### config.mk
export PLATFORM = sky130hd
export DESIGN_NAME = instr_mem_loader
export DESIGN_NICKNAME = d
export VERILOG_FILES = /design/src/rtl/instr_mem_loader_pkg.sv /design/src/rtl/instr_mem_loader_byte_pair_assembler.sv /design/src/rtl/instr_mem_loader.sv
export SDC_FILE = /design/constraint.sdc
export NUM_CORES = 1
export LEC_CHECK = 0
export CAP_MARGIN = 20
export CORE_MARGIN = 5
export CORE_UTILIZATION = 23
export DETAILED_ROUTE_END_ITERATION = 8
export GPL_ROUTABILITY_DRIVEN = 0
export SLEW_MARGIN = 20
export SYNTH_ARGS = -nofsm -noshare
export SYNTH_HDL_FRONTEND = slang
export SYNTH_SLANG_ARGS = --single-unit
export TNS_END_PERCENT = 5
### constraint.sdc
create_clock -name clk -period 1.65 [get_ports clk]
set_input_delay 0.33 -clock clk [delete_from_list [all_inputs] [get_ports clk]]
set_output_delay 0.33 -clock clk [all_outputs]
set_load 0.005 [all_outputs]
### src/rtl/instr_mem_loader_pkg.sv
// instr_mem_loader_pkg: shared states, width defaults and frame helpers for the program loader.
package instr_mem_loader_pkg;

    localparam int INSTR_W_DEF = 16;
    localparam int ADDR_W_DEF  = 8;
    localparam bit BIG_ENDIAN  = 1'b1;

    typedef enum logic [2:0] {
        S_IDLE,
        S_LEN_H,
        S_LEN_L,
        S_DATA_H,
        S_DATA_L,
        S_CHK,
        S_DONE,
        S_ERR
    } state_e;

    function automatic logic [15:0] pack_word(input logic [7:0] first, input logic [7:0] second);
        return BIG_ENDIAN ? {first, second} : {second, first};
    endfunction

    function automatic logic len_ok(input logic [15:0] n, input int aw);
        return (n != 16'd0) && (int'(n) <= (1 << aw));
    endfunction

endpackage

### src/rtl/instr_mem_loader_byte_pair_assembler.sv
// instr_mem_loader_byte_pair_assembler: pairs payload bytes into words and keeps the running XOR checksum.
module instr_mem_loader_byte_pair_assembler
    import instr_mem_loader_pkg::*;
#(
    parameter int INSTR_W = INSTR_W_DEF
) (
    input  logic               clk_i,
    input  logic               reset_i,
    input  logic               clear_i,
    input  logic               hi_en_i,
    input  logic               lo_en_i,
    input  logic [7:0]         byte_i,
    output logic               word_valid_o,
    output logic [INSTR_W-1:0] word_o,
    output logic [7:0]         chk_o
);

    logic [7:0]         hi_q;
    logic [7:0]         chk_q;
    logic [INSTR_W-1:0] word_q;
    logic               valid_q;

    always_ff @(posedge clk_i) begin
        if (reset_i) begin
            hi_q    <= '0;
            chk_q   <= '0;
            word_q  <= '0;
            valid_q <= 1'b0;
        end else begin
            valid_q <= lo_en_i;
            if (clear_i)
                chk_q <= '0;
            else if (hi_en_i || lo_en_i)
                chk_q <= chk_q ^ byte_i;
            if (hi_en_i)
                hi_q <= byte_i;
            if (lo_en_i)
                word_q <= INSTR_W'(pack_word(hi_q, byte_i));
        end
    end

    assign word_valid_o = valid_q;
    assign word_o       = word_q;
    assign chk_o        = chk_q;

endmodule

### src/rtl/instr_mem_loader.sv
// instr_mem_loader: loads the MiniMIPS instruction memory from a framed, checksummed byte stream
// and holds the CPU until a load completes cleanly.
module instr_mem_loader
    import instr_mem_loader_pkg::*;
#(
    parameter int INSTR_W = INSTR_W_DEF,
    parameter int ADDR_W  = ADDR_W_DEF
) (
    input  logic               clk,
    input  logic               reset,
    input  logic               start,
    input  logic               byte_valid,
    input  logic [7:0]         byte_data,
    output logic               byte_ready,
    output logic               wr_en,
    output logic [ADDR_W-1:0]  wr_addr,
    output logic [INSTR_W-1:0] wr_data,
    output logic               cpu_hold,
    output logic               load_done,
    output logic               load_err,
    output logic [ADDR_W:0]    words_loaded
);

    state_e            state_q;
    logic              byte_ready_q;
    logic              cpu_hold_q;
    logic              load_done_q;
    logic              load_err_q;
    logic [7:0]        len_hi_q;
    logic [15:0]       len_q;
    logic [ADDR_W:0]   words_q;
    logic [ADDR_W-1:0] wr_addr_q;
    logic [7:0]        chk;
    logic              accept;
    logic              can_start;
    logic [15:0]       len_in;

    assign accept    = byte_valid && byte_ready_q;
    assign can_start = start && (state_q == S_IDLE || state_q == S_DONE || state_q == S_ERR);
    assign len_in    = {len_hi_q, byte_data};

    instr_mem_loader_byte_pair_assembler #(.INSTR_W(INSTR_W)) u_asm (
        .clk_i        (clk),
        .reset_i      (reset),
        .clear_i      (can_start),
        .hi_en_i      (accept && state_q == S_DATA_H),
        .lo_en_i      (accept && state_q == S_DATA_L),
        .byte_i       (byte_data),
        .word_valid_o (wr_en),
        .word_o       (wr_data),
        .chk_o        (chk)
    );

    always_ff @(posedge clk) begin
        if (reset) begin
            state_q      <= S_IDLE;
            byte_ready_q <= 1'b0;
            cpu_hold_q   <= 1'b1;
            load_done_q  <= 1'b0;
            load_err_q   <= 1'b0;
            len_hi_q     <= '0;
            len_q        <= '0;
            words_q      <= '0;
            wr_addr_q    <= '0;
        end else begin
            // The count advances as each write retires, so it saturates at N by construction.
            if (wr_en)
                words_q <= words_q + (ADDR_W+1)'(1);
            case (state_q)
                S_IDLE, S_DONE, S_ERR: begin
                    if (can_start) begin
                        state_q      <= S_LEN_H;
                        byte_ready_q <= 1'b1;
                        cpu_hold_q   <= 1'b1;
                        load_done_q  <= 1'b0;
                        load_err_q   <= 1'b0;
                        words_q      <= '0;
                        wr_addr_q    <= '0;
                    end
                end
                S_LEN_H: begin
                    if (accept) begin
                        len_hi_q <= byte_data;
                        state_q  <= S_LEN_L;
                    end
                end
                S_LEN_L: begin
                    if (accept) begin
                        len_q <= len_in;
                        if (len_ok(len_in, ADDR_W)) begin
                            state_q <= S_DATA_H;
                        end else begin
                            state_q      <= S_ERR;
                            byte_ready_q <= 1'b0;
                            load_err_q   <= 1'b1;
                        end
                    end
                end
                S_DATA_H: begin
                    if (accept)
                        state_q <= S_DATA_L;
                end
                S_DATA_L: begin
                    if (accept) begin
                        wr_addr_q <= words_q[ADDR_W-1:0];
                        state_q   <= (int'(words_q) + 1 == int'(len_q)) ? S_CHK : S_DATA_H;
                    end
                end
                S_CHK: begin
                    if (accept) begin
                        byte_ready_q <= 1'b0;
                        if (byte_data == chk) begin
                            state_q     <= S_DONE;
                            cpu_hold_q  <= 1'b0;
                            load_done_q <= 1'b1;
                        end else begin
                            state_q    <= S_ERR;
                            load_err_q <= 1'b1;
                        end
                    end
                end
            endcase
        end
    end

    assign byte_ready   = byte_ready_q;
    assign wr_addr      = wr_addr_q;
    assign cpu_hold     = cpu_hold_q;
    assign load_done    = load_done_q;
    assign load_err     = load_err_q;
    assign words_loaded = words_q;

endmodule

==> summary.md, run 1 <==
| Metric | Value |
|---|---|
| Flop pwr share | `0.477` |
| Die Y | `133.3 um` |
| # fillers | `1544` |
| Synthesized instance count | `423` |
| Clk slew on worst S/H paths | `0.06 ns` |
| Worst Hold Slack | `0.3696 ns` |
| CP Capture Type | `register` |
| Leakage | `~1.9 nW` |
| Number of global-route vias before repair | `3126` |
| Fmax | `roughly 0.63 GHz` |
| Clk_lat worst skew | `0.33 ns` |
| Slew Viols, Final | `0` |
| Slowest cell on the critical path | `o41a_1` |
| Cell family with most CP delay | `compound AO/OA/AOI/OAI gates` |
| Layout cells sized above 1 | `0.1831` |
| PortBufs | `49` |
| Remaining DRCs | `0` |
| Synthesized area per cell | `a little over 8 um2` |
| EDFF count, synth | `0` |
| Num rows | `45` |
| Ant diodes | `0` |
| Int Power | `around 3.2 mW` |
| Ports | `50` |
| Maximum number of pins on one net before global-route repair | `44` |
| Routed Antenna Nets | `0` |
| WL final | `~9100 um` |
| Worst min path class | `input port to register` |
| Final #Nets | `505` |
| Drt first pass iters | `4` |
| Cts bufs inserted | `9` |
| Area occupied by multi-input gates | `1788 um2` |
| Die width | `133.3 um` |
| Maximum vdd drop | `0.0005809 V` |
| Critical-path cell list | `and3_4 > and4_1 > o21ai_1 > o21ai_2 > a21oi_2 > o41a_1` |
| Post-CTS Setup Inserts | `0` |
| Max-cap violations | `0` |
| CTS tree | `built` |
| NetSw | `approximately 930 uW` |
| Via total after detailed routing | `3043` |
| Net count after synthesis | `approximately 440` |
| Slew @ Worst Pin | `between 0.4 and 0.5 ns` |
| Fin crit share | `0.9662` |
| DRC violation total after the first TritonRoute iteration | `157` |
| Status | `completed` |
| Clock share of power | `0.460` |
| Post-synthesis async set-or-reset flop share | `0` |
| Register area | `1643 um2` |
| Worst Skew | `just under 0.009 ns` |
| Post-synth top area cell | `dfxtp_1` |
| Dpl hpwl | `6859 um` |
| Routed WL per cell | `around 13 um` |
| Unrepaired setup endpoints after global routing | `yes` |
| Final setup TNS | `0 ns` |
| WS Path Type | `register to register` |
| Initial antenna violation count | `0` |
| Register area share after synthesis | `0.4635` |
| Vias/cell | `around 4.4` |
| Netlist cell types | `40` |
| CP max stage delay | `0.40 ns` |
| First-pass GRT wire length | `about 15000 um` |
| CTS root buf | `clkbuf_16` |
| WP buf/inv | `0` |
| Yosys reg bits | `81` |
| Logic pwr share | `0.063` |
| Synth Cell Area | `3498 um2` |
| Top area cells in the synthesized netlist | `dfxtp_1 (46%), nand2_1 (10%), xor2_1 (7.0%)` |
| Worst Setup Start Kind | `register` |
| Layout Utilization | `0.3214` |
| P per Cell Area | `around 860 nW/um2` |
| Synth Warn # | `0` |
| Fin. Hold Viols | `0` |
| P&R area growth vs syn | `38.13%` |
| CTS sink cnt | `81` |
| Worst-path fanout max | `8` |
| Total track usage | `0.1039` |
| Synth top area share | `0.4635` |
| Clk buf depth | `2` |
| Worst EP arrival | `1.81 ns` |
| Starting Density | `0.2327` |
| CP required | `1.87 ns` |
| GR Overflow Total | `0` |
| Max_slew headroom | `0.7194` |
| Setup-failing EPs final | `0` |
| Area of the die | `around 18000 um2` |
| Fin crit period | `1.594 ns` |
| H-tree lvl count | `3` |
| Switching fraction of total power | `0.2238` |
| Core area | `15030 um2` |
| Prevailing post-synth register cell | `dfxtp_1` |
-- flip-flops by register name, indices dropped and copies added, names as in the netlist --
signal	flops
state_q	3
byte_ready	1
u_asm.word_o	16
u_asm.word_valid_o	1
words_loaded	9
cpu_hold	1
u_asm.hi_q	8
u_asm.chk_o	8
len_q	16
load_err	1
len_hi_q	8
load_done	1
wr_addr	8
-- logic make-up (layout without fill, tap and decap cells) --
| kind of cell | count (synthesis) | in the layout | share of synthesized area |
|---|---|---|---|
| adders and majority gates | 1 | 1 | 0.003576 |
| DFF | 81 | 81 | 0.4635 |
| AOI/OAI and AO/OA | 63 | 63 | 0.1001 |
| buffers and inverters | 36 | 110 | 0.04721 |
| xor gates and xnor gates | 39 | 39 | 0.1019 |
| muxes | 17 | 17 | 0.04864 |
| and+or+nand+nor | 186 | 186 | 0.2350 |
-- metal layers --
metal / share of wire / global-route usage
met1: 0.47 / 0.1323
met2: 0.48 / 0.1727
met3: 0.053 / 0.03588
met4: 0.0016 / 0.01829
met5: 0 / 0
-- worst register-to-register path, cell delays in order, from the launching register on --
cell,delay (ns)
dfxtp_4,0.36
and3_4,0.25
and4_1,0.24
o21ai_1,0.08
o21ai_2,0.08
a21oi_2,0.08
o41a_1,0.40
-- final timing paths --
path                                                     from                            end  slack (ns)  depth (start not counted)
worst min register to register  u_asm.word_o[13]$_SDFFE_PP0P_  u_asm.word_o[13]$_SDFFE_PP0P_        0.45                          2
worst max register to register     words_loaded[0]$_SDFF_PP0_        state_q[1]$_SDFFE_PP0P_        0.06                          6
worst max-delay path               words_loaded[0]$_SDFF_PP0_        state_q[1]$_SDFFE_PP0P_        0.06                          6
worst min-delay path                                    reset        state_q[2]$_SDFFE_PP0P_        0.37                          3
-- through the flow --
step	std cells	total power, mW	cell area, um2	setup WS (ns)
after floorplan	423	2.160	3503	0.02728
after global placement	669	2.287	4439	-0.4631
final	685	4.150	4832	0.05583
after CTS	685	4.202	4733	-0.03253
after detailed placement	669	2.292	4439	-0.4456
after global routing	685	4.325	4832	-0.02642
-- cells in the mapped netlist, types with 4 or more instances --
cell / number
nor2_1: 40
mux2i_1: 17
or3_1: 4
nor4_1: 6
nand3_1: 13
nand2_1: 94
clkbuf_1: 22
nor3_1: 8
nand4_1: 6
dfxtp_1: 81
buf_2: 12
a21oi_1: 44
xor2_1: 28
xnor2_1: 9
-- area by class of cell --
class                           instances  area share
Multi-Input combinational cell        306      0.3700
Sequential cell                        81      0.3400
Timing Repair Buffer                   94      0.1807
Clock buffer                           12     0.05515
Tap cell                              188     0.04868
Clock inverter                          4    0.005438
-- what timing repair did --
item                                    in CTS  in global routing
hold buffers                                 0                  0
endpoints found under the setup margin      15                 25
pin swaps                                    1                  7
gates resized for setup                     13                 27
-- cells in the final DEF, fill, tap and decap left out, types with 2 or more instances in the layout --
cell type and count:
clkdlybuf4s50_1 34, nor3_2 3, clkbuf_16 9, mux2i_1 16
or3_1 4, dlygate4sd2_1 7, a21oi_1 43, a21o_1 2
o21ai_1 2, nand2b_1 3, nor4_1 5, buf_4 41
clkinv_2 2, dfxtp_1 72, xor2_2 2, dfxtp_2 5
xnor2_1 9, dlymetal6s2s_1 7, clkbuf_8 3, buf_12 3
o21ai_0 2, a31oi_1 2, o31ai_1 2, nand3_1 13
and3_1 2, nor3_1 5, nand2_1 93, nand4_1 6
dfxtp_4 4, xor2_1 27, nor2_1 40
-- power by group through the flow --
stage / clock network (mW) / logic [mW] / registers [mW]
after global routing: 2.06 / 0.288 / 1.98
final: 1.91 / 0.262 / 1.98
after floorplan: 0 / 0.138 / 2.02
after global placement: 0 / 0.259 / 2.03
after CTS: 1.96 / 0.261 / 1.98
after detailed placement: 0 / 0.263 / 2.03
No activity file was read; power rests on OpenSTA's default activity.
==> run 2, diff against run 1 <==
- GPL_TIMING_DRIVEN: default -> 1
- SYNTH_HIERARCHICAL: default -> 1
==> run 2 against run 1 <==
Net effect: the flow now finishes with violations (negative setup slack); critical path depth increased by 1; clock skew fell by 0.0037 ns; final cell count is 6.6% higher; combinational power rose by 14%; via count up 5.1%; critical endpoint is now state_q[2]$_SDFFE_PP0P_.
==> summary.md, run 2 <==
| Metric | Value |
|---|---|
| Critical-path cell list | `buf_4 > nand3_2 > nor2_2 > xnor2_1 > mux2i_1 > nand4b_1 > o41ai_2` |
| Ant diodes | `0 (unchanged)` |
| Layout cells sized above 1 | `0.2374 (+0.05426)` |
| DRC violation total after the first TritonRoute iteration | `194 (+24%)` |
| WL final | `9590 um (+5.0%)` |
| Slack of the critical path | `-0.05751 ns (-0.1133 ns)` |
| Clk slew on worst S/H paths | `0.06 ns (about the same)` |
| Netlist cell types | `50 (+25%)` |
| Register area share after synthesis | `0.4364 (-0.02716)` |
| Worst-path fanout max | `7 (-1)` |
| Reg2Reg Depth | `7 (+1)` |
| Fin crit share | `1.035 (+0.06869)` |
| Slowest cell on the critical path | `dfxtp_2` |
| Post-synth top area cell | `dfxtp_1` |
| Synth top area share | `0.4364 (-0.02716)` |
| Worst Skew | `0.005062 ns (-0.003706 ns)` |
| Failing checks | `negative setup slack` |
| Slew Viols, Final | `0 (unchanged)` |
| Layout Utilization | `0.3274 (+0.005994)` |
| Max-cap violations | `0 (unchanged)` |
| Fin crit period | `1.708 ns (+0.1133 ns)` |
| Vias/cell | `4.382 (-1.4%)` |
| Crit Reg-Reg Endpoint | `state_q[2]$_SDFFE_PP0P_` |
| CTS root buf | `clkbuf_16` |
| Top area cells in the synthesized netlist | `dfxtp_1 (44%), mux2i_1 (9.2%), nand2_1 (5.5%)` |
| Die Y | `137.1 um (+2.8%)` |
| Worst R2R Start | `words_loaded[0]$_SDFF_PP0_` |
| Cell family with most CP delay | `simple AND/OR/NAND/NOR gates` |
| Final #Nets | `522 (+3.4%)` |
| Maximum vdd drop | `0.0005474 V (-5.8%)` |
| R2R Setup Slk | `-0.06 ns (-0.11 ns)` |
| CP Capture Type | `register` |
| Ports | `50 (unchanged)` |
| CP required | `1.90 ns (+0.03 ns)` |
| CTS sink cnt | `81 (unchanged)` |
| Starting Density | `0.2339 (+0.001223)` |
| PortBufs | `49 (unchanged)` |
| Most numerous cell in the Yosys netlist | `dfxtp_1` |
| P per Cell Area | `858.9 nW/um2 (about the same)` |
| # fillers | `1667 (+8.0%)` |
| Max_slew headroom | `0.7187 (about the same)` |
| Number of global-route vias before repair | `3151 (+0.80%)` |
| Hold depth | `4 (+1)` |
| Leakage | `1.867 nW (about the same)` |
| Clk buf depth | `2 (unchanged)` |
| CTS tree | `built` |
| Synth Warn # | `6 (+6)` |
| Synthesized instance count | `420 (-0.71%)` |
| Worst EP arrival | `1.96 ns (+0.15 ns)` |
| Synth cell count leaders | `dfxtp_1 (81), nand2_1 (54), nor2_1 (54), mux2i_1 (34), a21oi_1 (31)` |
| Routed Antenna Nets | `0 (unchanged)` |
| Post-synthesis async set-or-reset flop share | `0 (unchanged)` |
| Total track usage | `0.1081 (+0.004214)` |
| Yosys reg bits | `81 (unchanged)` |
| Area of the die | `18800 um2 (+5.8%)` |
| Fmax | `0.5856 GHz (-6.6%)` |
| Net count after synthesis | `433 (-0.69%)` |
| GR Overflow Total | `0 (unchanged)` |
| Hold endpoint | `len_q[4]$_SDFFE_PP0P_` |
| First-pass GRT wire length | `15770 um (+3.8%)` |
| Core area | `15890 um2 (+5.7%)` |
| Setup-failing EPs final | `3 (+3)` |
| P&R area growth vs syn | `39.97%` |
| Unrepaired setup endpoints after global routing | `yes` |
| Worst min path class | `input port to register` |
| Num rows | `46 (+2.2%)` |
| CP max stage delay | `0.35 ns (-0.05 ns)` |
| Most frequent cells in the layout | `dfxtp_1 (71), nand2_1 (54), nor2_1 (52), buf_4 (49), mux2i_1 (34)` |
| Drt first pass iters | `4 (unchanged)` |
| Remaining DRCs | `0 (unchanged)` |
| Prevailing post-synth register cell | `dfxtp_1` |
| Slew @ Worst Pin | `0.4219 ns (+0.001065 ns)` |
| Dpl hpwl | `6923 um (+0.94%)` |
| Fin. Hold Viols | `0 (unchanged)` |
| Initial antenna violation count | `0 (unchanged)` |
| Clk_lat worst skew | `0.34 ns (about the same)` |
| Die width | `137.1 um (+2.8%)` |
| Synth Cell Area | `3716 um2 (+6.2%)` |
| H-tree lvl count | `3 (unchanged)` |
| WS Path Type | `register to register` |
| Worst Setup Start Kind | `register` |
| Via total after detailed routing | `3199 (+5.1%)` |
| Routed WL per cell | `13.14 um (-1.5%)` |
| EDFF count, synth | `0 (unchanged)` |
| Cts bufs inserted | `9 (unchanged)` |
| Status | `complete, but fails checks` |
| Worst Hold Slack | `0.4087 ns (+0.03904 ns)` |
| WP buf/inv | `1 (+1)` |
| Critical hold path startpoint | `byte_data[4]` |
| Synthesized area per cell | `8.848 um2 (+7.0%)` |
| Commonest non-fill, non-tap cell in the layout | `dfxtp_1` |
| Final setup TNS | `-0.1298 ns (-0.1298 ns)` |
| Maximum number of pins on one net before global-route repair | `25 (-43%)` |
[run 2: changes by cell type after synthesis, moves of 5 or more]
cell | before | now
mux2_2 | 0 | 6
clkbuf_1 | 22 | 8
nor2_1 | 40 | 54
xnor2_1 | 9 | 18
nand2_1 | 94 | 54
mux2i_1 | 17 | 34
nor3b_1 | 0 | 8
xor2_1 | 28 | 9
o21ai_0 | 2 | 13
a21oi_1 | 44 | 31
nor2b_1 | 0 | 5
nor3_1 | 8 | 13
[run 2: worst max path at each step]
stage | start | end | slack (ns) | cells past startpoint
6_report | words_loaded[0]$_SDFF_PP0_ | state_q[2]$_SDFFE_PP0P_ | -0.06 | 7
5_1_grt | words_loaded[0]$_SDFF_PP0_ | state_q[2]$_SDFFE_PP0P_ | -0.21 | 7
4_1_cts | words_loaded[0]$_SDFF_PP0_ | state_q[2]$_SDFFE_PP0P_ | -0.08 | 8
3_5_place_dp | byte_data[0] | state_q[2]$_SDFFE_PP0P_ | -0.61 | 8
3_3_place_gp | byte_data[0] | state_q[2]$_SDFFE_PP0P_ | -0.60 | 8
2_1_floorplan | byte_ready$_SDFFE_PP0P_ | u_asm/chk_o[5]$_SDFFE_PP0P_ | -0.03 | 6
[run 2: per-stage QoR]
stage	cell area, um2	power [mW]	worst slack [ns]	cells
6_report	5201	4.467	-0.05751	730
5_1_grt	5201	4.649	-0.2110	730
3_5_place_dp	4855	2.328	-0.6135	714
3_3_place_gp	4855	2.323	-0.6018	714
2_1_floorplan	3751	2.158	-0.03190	420
4_1_cts	5195	4.526	-0.07980	730
[run 2: kinds of logic (layout without fill, tap and decap cells)]
| family | count (synthesis) | after routing | synth area share |
|---|---|---|---|
| adder cells (fa/ha/maj) | 1 | 1 | 0.003366 |
| flip-flops | 81 | 81 | 0.4364 |
| AO/OA/AOI/OAI | 60 | 60 | 0.09529 |
| AND/OR/NAND/NOR | 177 | 177 | 0.2354 |
| XOR/XNOR | 27 | 27 | 0.06364 |
| multiplexers | 42 | 42 | 0.1178 |
| buffers and inverters | 32 | 126 | 0.04815 |
[run 2: final cells by class]
| cell class | instances | area (um2) | area share |
|---|---|---|---|
| clock inverter | 6 | 91.34 | 0.01756 |
| inverter | 5 | 23.77 | 0.004571 |
| sequential | 81 | 1642 | 0.3156 |
| tap | 216 | 270.3 | 0.05196 |
| multi-input combinational | 307 | 1981 | 0.3808 |
| clock buffer | 10 | 239.0 | 0.04595 |
| timing repair buffer | 105 | 954.7 | 0.1835 |
[run 2: layer usage]
layer | part of all wire | global-route usage | wire (um) | up-vias
li1 | - | - | - | 1614
met2 | 0.44 | 0.1616 | 4172 | 71
met4 | 0.016 | 0.03381 | 153 | 0
met3 | 0.050 | 0.03860 | 479 | 14
met5 | 0 | 0 | 0 | -
met1 | 0.50 | 0.1453 | 4786 | 1500
[run 2: tightest hold or removal path, stage by stage]
cell      delay, ns
clkbuf_2       0.09
buf_4          0.16
nand2_1        0.06
a21oi_1        0.05
[run 2: where the power goes]
| group | internal (mW) | leakage (nW) | switching (mW) |
|---|---|---|---|
| Combinational | 0.128 | 1.06 | 0.170 |
| Clock | 1.37 | 0.151 | 0.825 |
| Sequential | 1.96 | 0.659 | 0.0123 |
[run 2: what timing repair did]
item	CTS	global route
setup endpoints to repair	14	52
hold buffers	0	0
gates resized for setup	31	23
pin swaps	5	6
setup buffers	0	0
==> run 3, diff against run 2 <==
- CORE_UTILIZATION: 23 -> 39
==> run 3 against run 2 <==
Net effect: the flow still finishes with violations (negative setup slack); combinational power is essentially flat; worst hold slack lost 0.0013 ns; clock skew grew 0.0072 ns; first-iteration DRC count shrank 33%; power shrank 12%; sequential cell count is the same; global-route usage grew 5.7 points; critical endpoint is now state_q[1]$_SDFFE_PP0P_; sequential power is essentially flat; routed wire length shrank 4.5%; largest cell class unchanged; register-to-register slack lost 0.03 ns.
==> summary.md, run 3 (synthesis gave the netlist of run 2 again) <==
| Metric | Value |
|---|---|
| Status | `complete, but fails checks` |
| Failing checks | `negative setup slack` |
| Die Y | `107.6 um (-22%)` |
| Drt first pass iters | `4 (unchanged)` |
| Setup-failing EPs final | `4 (+1)` |
| Hold Buf Count CTS | `0 (unchanged)` |
| Slack of the critical path | `-0.09069 ns (-0.03318 ns)` |
| H-tree lvl count | `3 (unchanged)` |
| GR Overflow Total | `0 (unchanged)` |
| Logic pwr share | `0.077 (+0.010)` |
| Crit Reg-Reg Endpoint | `state_q[1]$_SDFFE_PP0P_` |
| WL final | `9155 um (-4.5%)` |
| Power, Total | `3.926 mW (-12%)` |
| Number of global-route vias before repair | `3136 (-0.48%)` |
| Worst EP arrival | `1.99 ns (+0.03 ns)` |
| Worst Setup Start Kind | `register` |
| Routed Antenna Nets | `0 (unchanged)` |
| Clock share of power | `0.421 (-0.070)` |
| Core area | `9284 um2 (-42%)` |
| CTS tree | `built` |
| Worst-path fanout max | `5 (-2)` |
| Final Instance Count excl. Fillers | `644 (-12%)` |
| Hold depth | `4 (unchanged)` |
| Fin crit period | `1.741 ns (+0.03318 ns)` |
| Fmax | `0.5745 GHz (-1.9%)` |
| Fin crit share | `1.055 (+0.02011)` |
| R2R Setup Slk | `-0.09 ns (-0.03 ns)` |
| P&R area growth vs syn | `37.04%` |
| Max_slew headroom | `0.6634 (-0.05531)` |
| CP required | `1.90 ns (about the same)` |
| Clk slew on worst S/H paths | `0.09 ns (+0.03 ns)` |
| Clk buf depth | `2 (unchanged)` |
| PortBufs | `49 (unchanged)` |
| Via total after detailed routing | `3188 (-0.34%)` |
| Final Cell Area | `5092 um2 (-2.1%)` |
| Remaining DRCs | `0 (unchanged)` |
| Initial antenna violation count | `0 (unchanged)` |
| Vias/cell | `4.950 (+13%)` |
| Worst R2R Start | `words_loaded[1]$_SDFF_PP0_` |
| Layout Utilization | `0.5485 (+0.2211)` |
| Slew Viols, Final | `0 (unchanged)` |
| Num rows | `35 (-24%)` |
| Max-cap violations | `0 (unchanged)` |
| Worst Hold Slack | `0.4074 ns (-0.001264 ns)` |
| Worst min path class | `input port to register` |
| CTS sink cnt | `81 (unchanged)` |
| DRC violation total after the first TritonRoute iteration | `130 (-33%)` |
| Clk_lat worst skew | `0.36 ns (+0.02 ns)` |
| Ports | `50 (unchanged)` |
| First-pass GRT wire length | `15200 um (-3.6%)` |
| Maximum vdd drop | `0.0004945 V (-9.7%)` |
| Routed WL per cell | `14.22 um (+8.2%)` |
| Layout cells sized above 1 | `0.2311 (-0.006286)` |
| Switching fraction of total power | `0.2370 (+0.01151)` |
| Placed Area | `4726 um2 (-2.7%)` |
| Final #Nets | `523 (+0.19%)` |
| Area of the die | `11580 um2 (-38%)` |
| Critical hold path startpoint | `byte_data[0]` |
| WS Path Type | `register to register` |
| CP Capture Type | `register` |
| Pre-CTS setup slack | `-0.5863 ns (+0.02714 ns)` |
| Flop pwr share | `0.502 (+0.060)` |
| P per Cell Area | `770.9 nW/um2 (-10%)` |
| Fin. Hold Viols | `0 (unchanged)` |
| Maximum number of pins on one net before global-route repair | `29 (+16%)` |
| Reg2Reg Depth | `9 (+2)` |
| Ant diodes | `0 (unchanged)` |
| Total track usage | `0.1650 (+0.05693)` |
| Slew @ Worst Pin | `0.5049 ns (+0.08296 ns)` |
| # fillers | `853 (-49%)` |
| Worst Skew | `0.01225 ns (+0.007190 ns)` |
| Final setup TNS | `-0.2990 ns (-0.1692 ns)` |
| Most frequent cells in the layout | `dfxtp_1 (70), nand2_1 (54), nor2_1 (52), buf_4 (47)` |
| Int Power | `2.996 mW (-13%)` |
| Die width | `107.6 um (-22%)` |
| Starting Density | `0.4003 (+0.1663)` |
| Hold endpoint | `u_asm/hi_q[0]$_SDFFE_PP0P_` |
| CTS root buf | `clkbuf_8` |
| Dpl cells | `626 (-12%)` |
| Cts bufs inserted | `9 (unchanged)` |
| Dpl hpwl | `6527 um (-5.7%)` |
| Unrepaired setup endpoints after global routing | `yes` |
| Leakage | `1.876 nW (+0.46%)` |
| Commonest non-fill, non-tap cell in the layout | `dfxtp_1` |
| NetSw | `930.4 uW (-7.6%)` |
[run 3: power by group through the flow]
stage / logic, mW / registers (mW) / clock network [mW]
2_1_floorplan: 0.132 / 2.03 / 0
6_report: 0.301 / 1.97 / 1.65
3_5_place_dp: 0.297 / 2.02 / 0
5_1_grt: 0.328 / 1.97 / 1.78
4_1_cts: 0.303 / 1.97 / 1.70
3_3_place_gp: 0.293 / 2.02 / 0
[run 3: worst max path at each step]
| stage | start | end | slack (ns) | depth (start not counted) |
|---|---|---|---|---|
| 2_1_floorplan | byte_ready$_SDFFE_PP0P_ | u_asm/chk_o[5]$_SDFFE_PP0P_ | -0.03 | 6 |
| 3_3_place_gp | byte_data[6] | state_q[2]$_SDFFE_PP0P_ | -0.58 | 7 |
| 3_5_place_dp | byte_data[6] | state_q[2]$_SDFFE_PP0P_ | -0.59 | 7 |
| 4_1_cts | words_loaded[1]$_SDFF_PP0_ | state_q[2]$_SDFFE_PP0P_ | -0.14 | 9 |
| 5_1_grt | words_loaded[1]$_SDFF_PP0_ | state_q[1]$_SDFFE_PP0P_ | -0.21 | 10 |
| 6_report | words_loaded[1]$_SDFF_PP0_ | state_q[1]$_SDFFE_PP0P_ | -0.09 | 9 |
[run 3: repair_timing]
action	CTS	global route
gates resized for setup	40	13
endpoints found under the setup margin	14	34
setup buffers	2	0
pin swaps	11	8
[run 3: layout make-up]
type	instances	area, um2	area share
clock buffer	11	141.4	0.02776
timing repair buffer	106	1008	0.1980
clock inverter	5	86.33	0.01695
sequential	81	1645	0.3231
tap	129	161.4	0.03170
multi-input combinational	307	2026	0.3978
inverter	5	23.77	0.004668
[run 3: metal layers]
| metal | track usage | routed length, um |
|---|---|---|
| met4 | 0.03697 | 90 |
| met1 | 0.2145 | 4261 |
| met5 | 0 | 0 |
| met3 | 0.04859 | 494 |
| met2 | 0.2704 | 4308 |
[run 3: critical path, cell delays in order (launching register included)]
cell       delay (ns)
dfxtp_2          0.34
ha_4             0.17
buf_6            0.12
and2_4           0.15
o21ai_1          0.12
o311a_1          0.17
o21ai_1          0.05
nand4b_1         0.22
buf_4            0.18
o2bb2ai_2        0.10
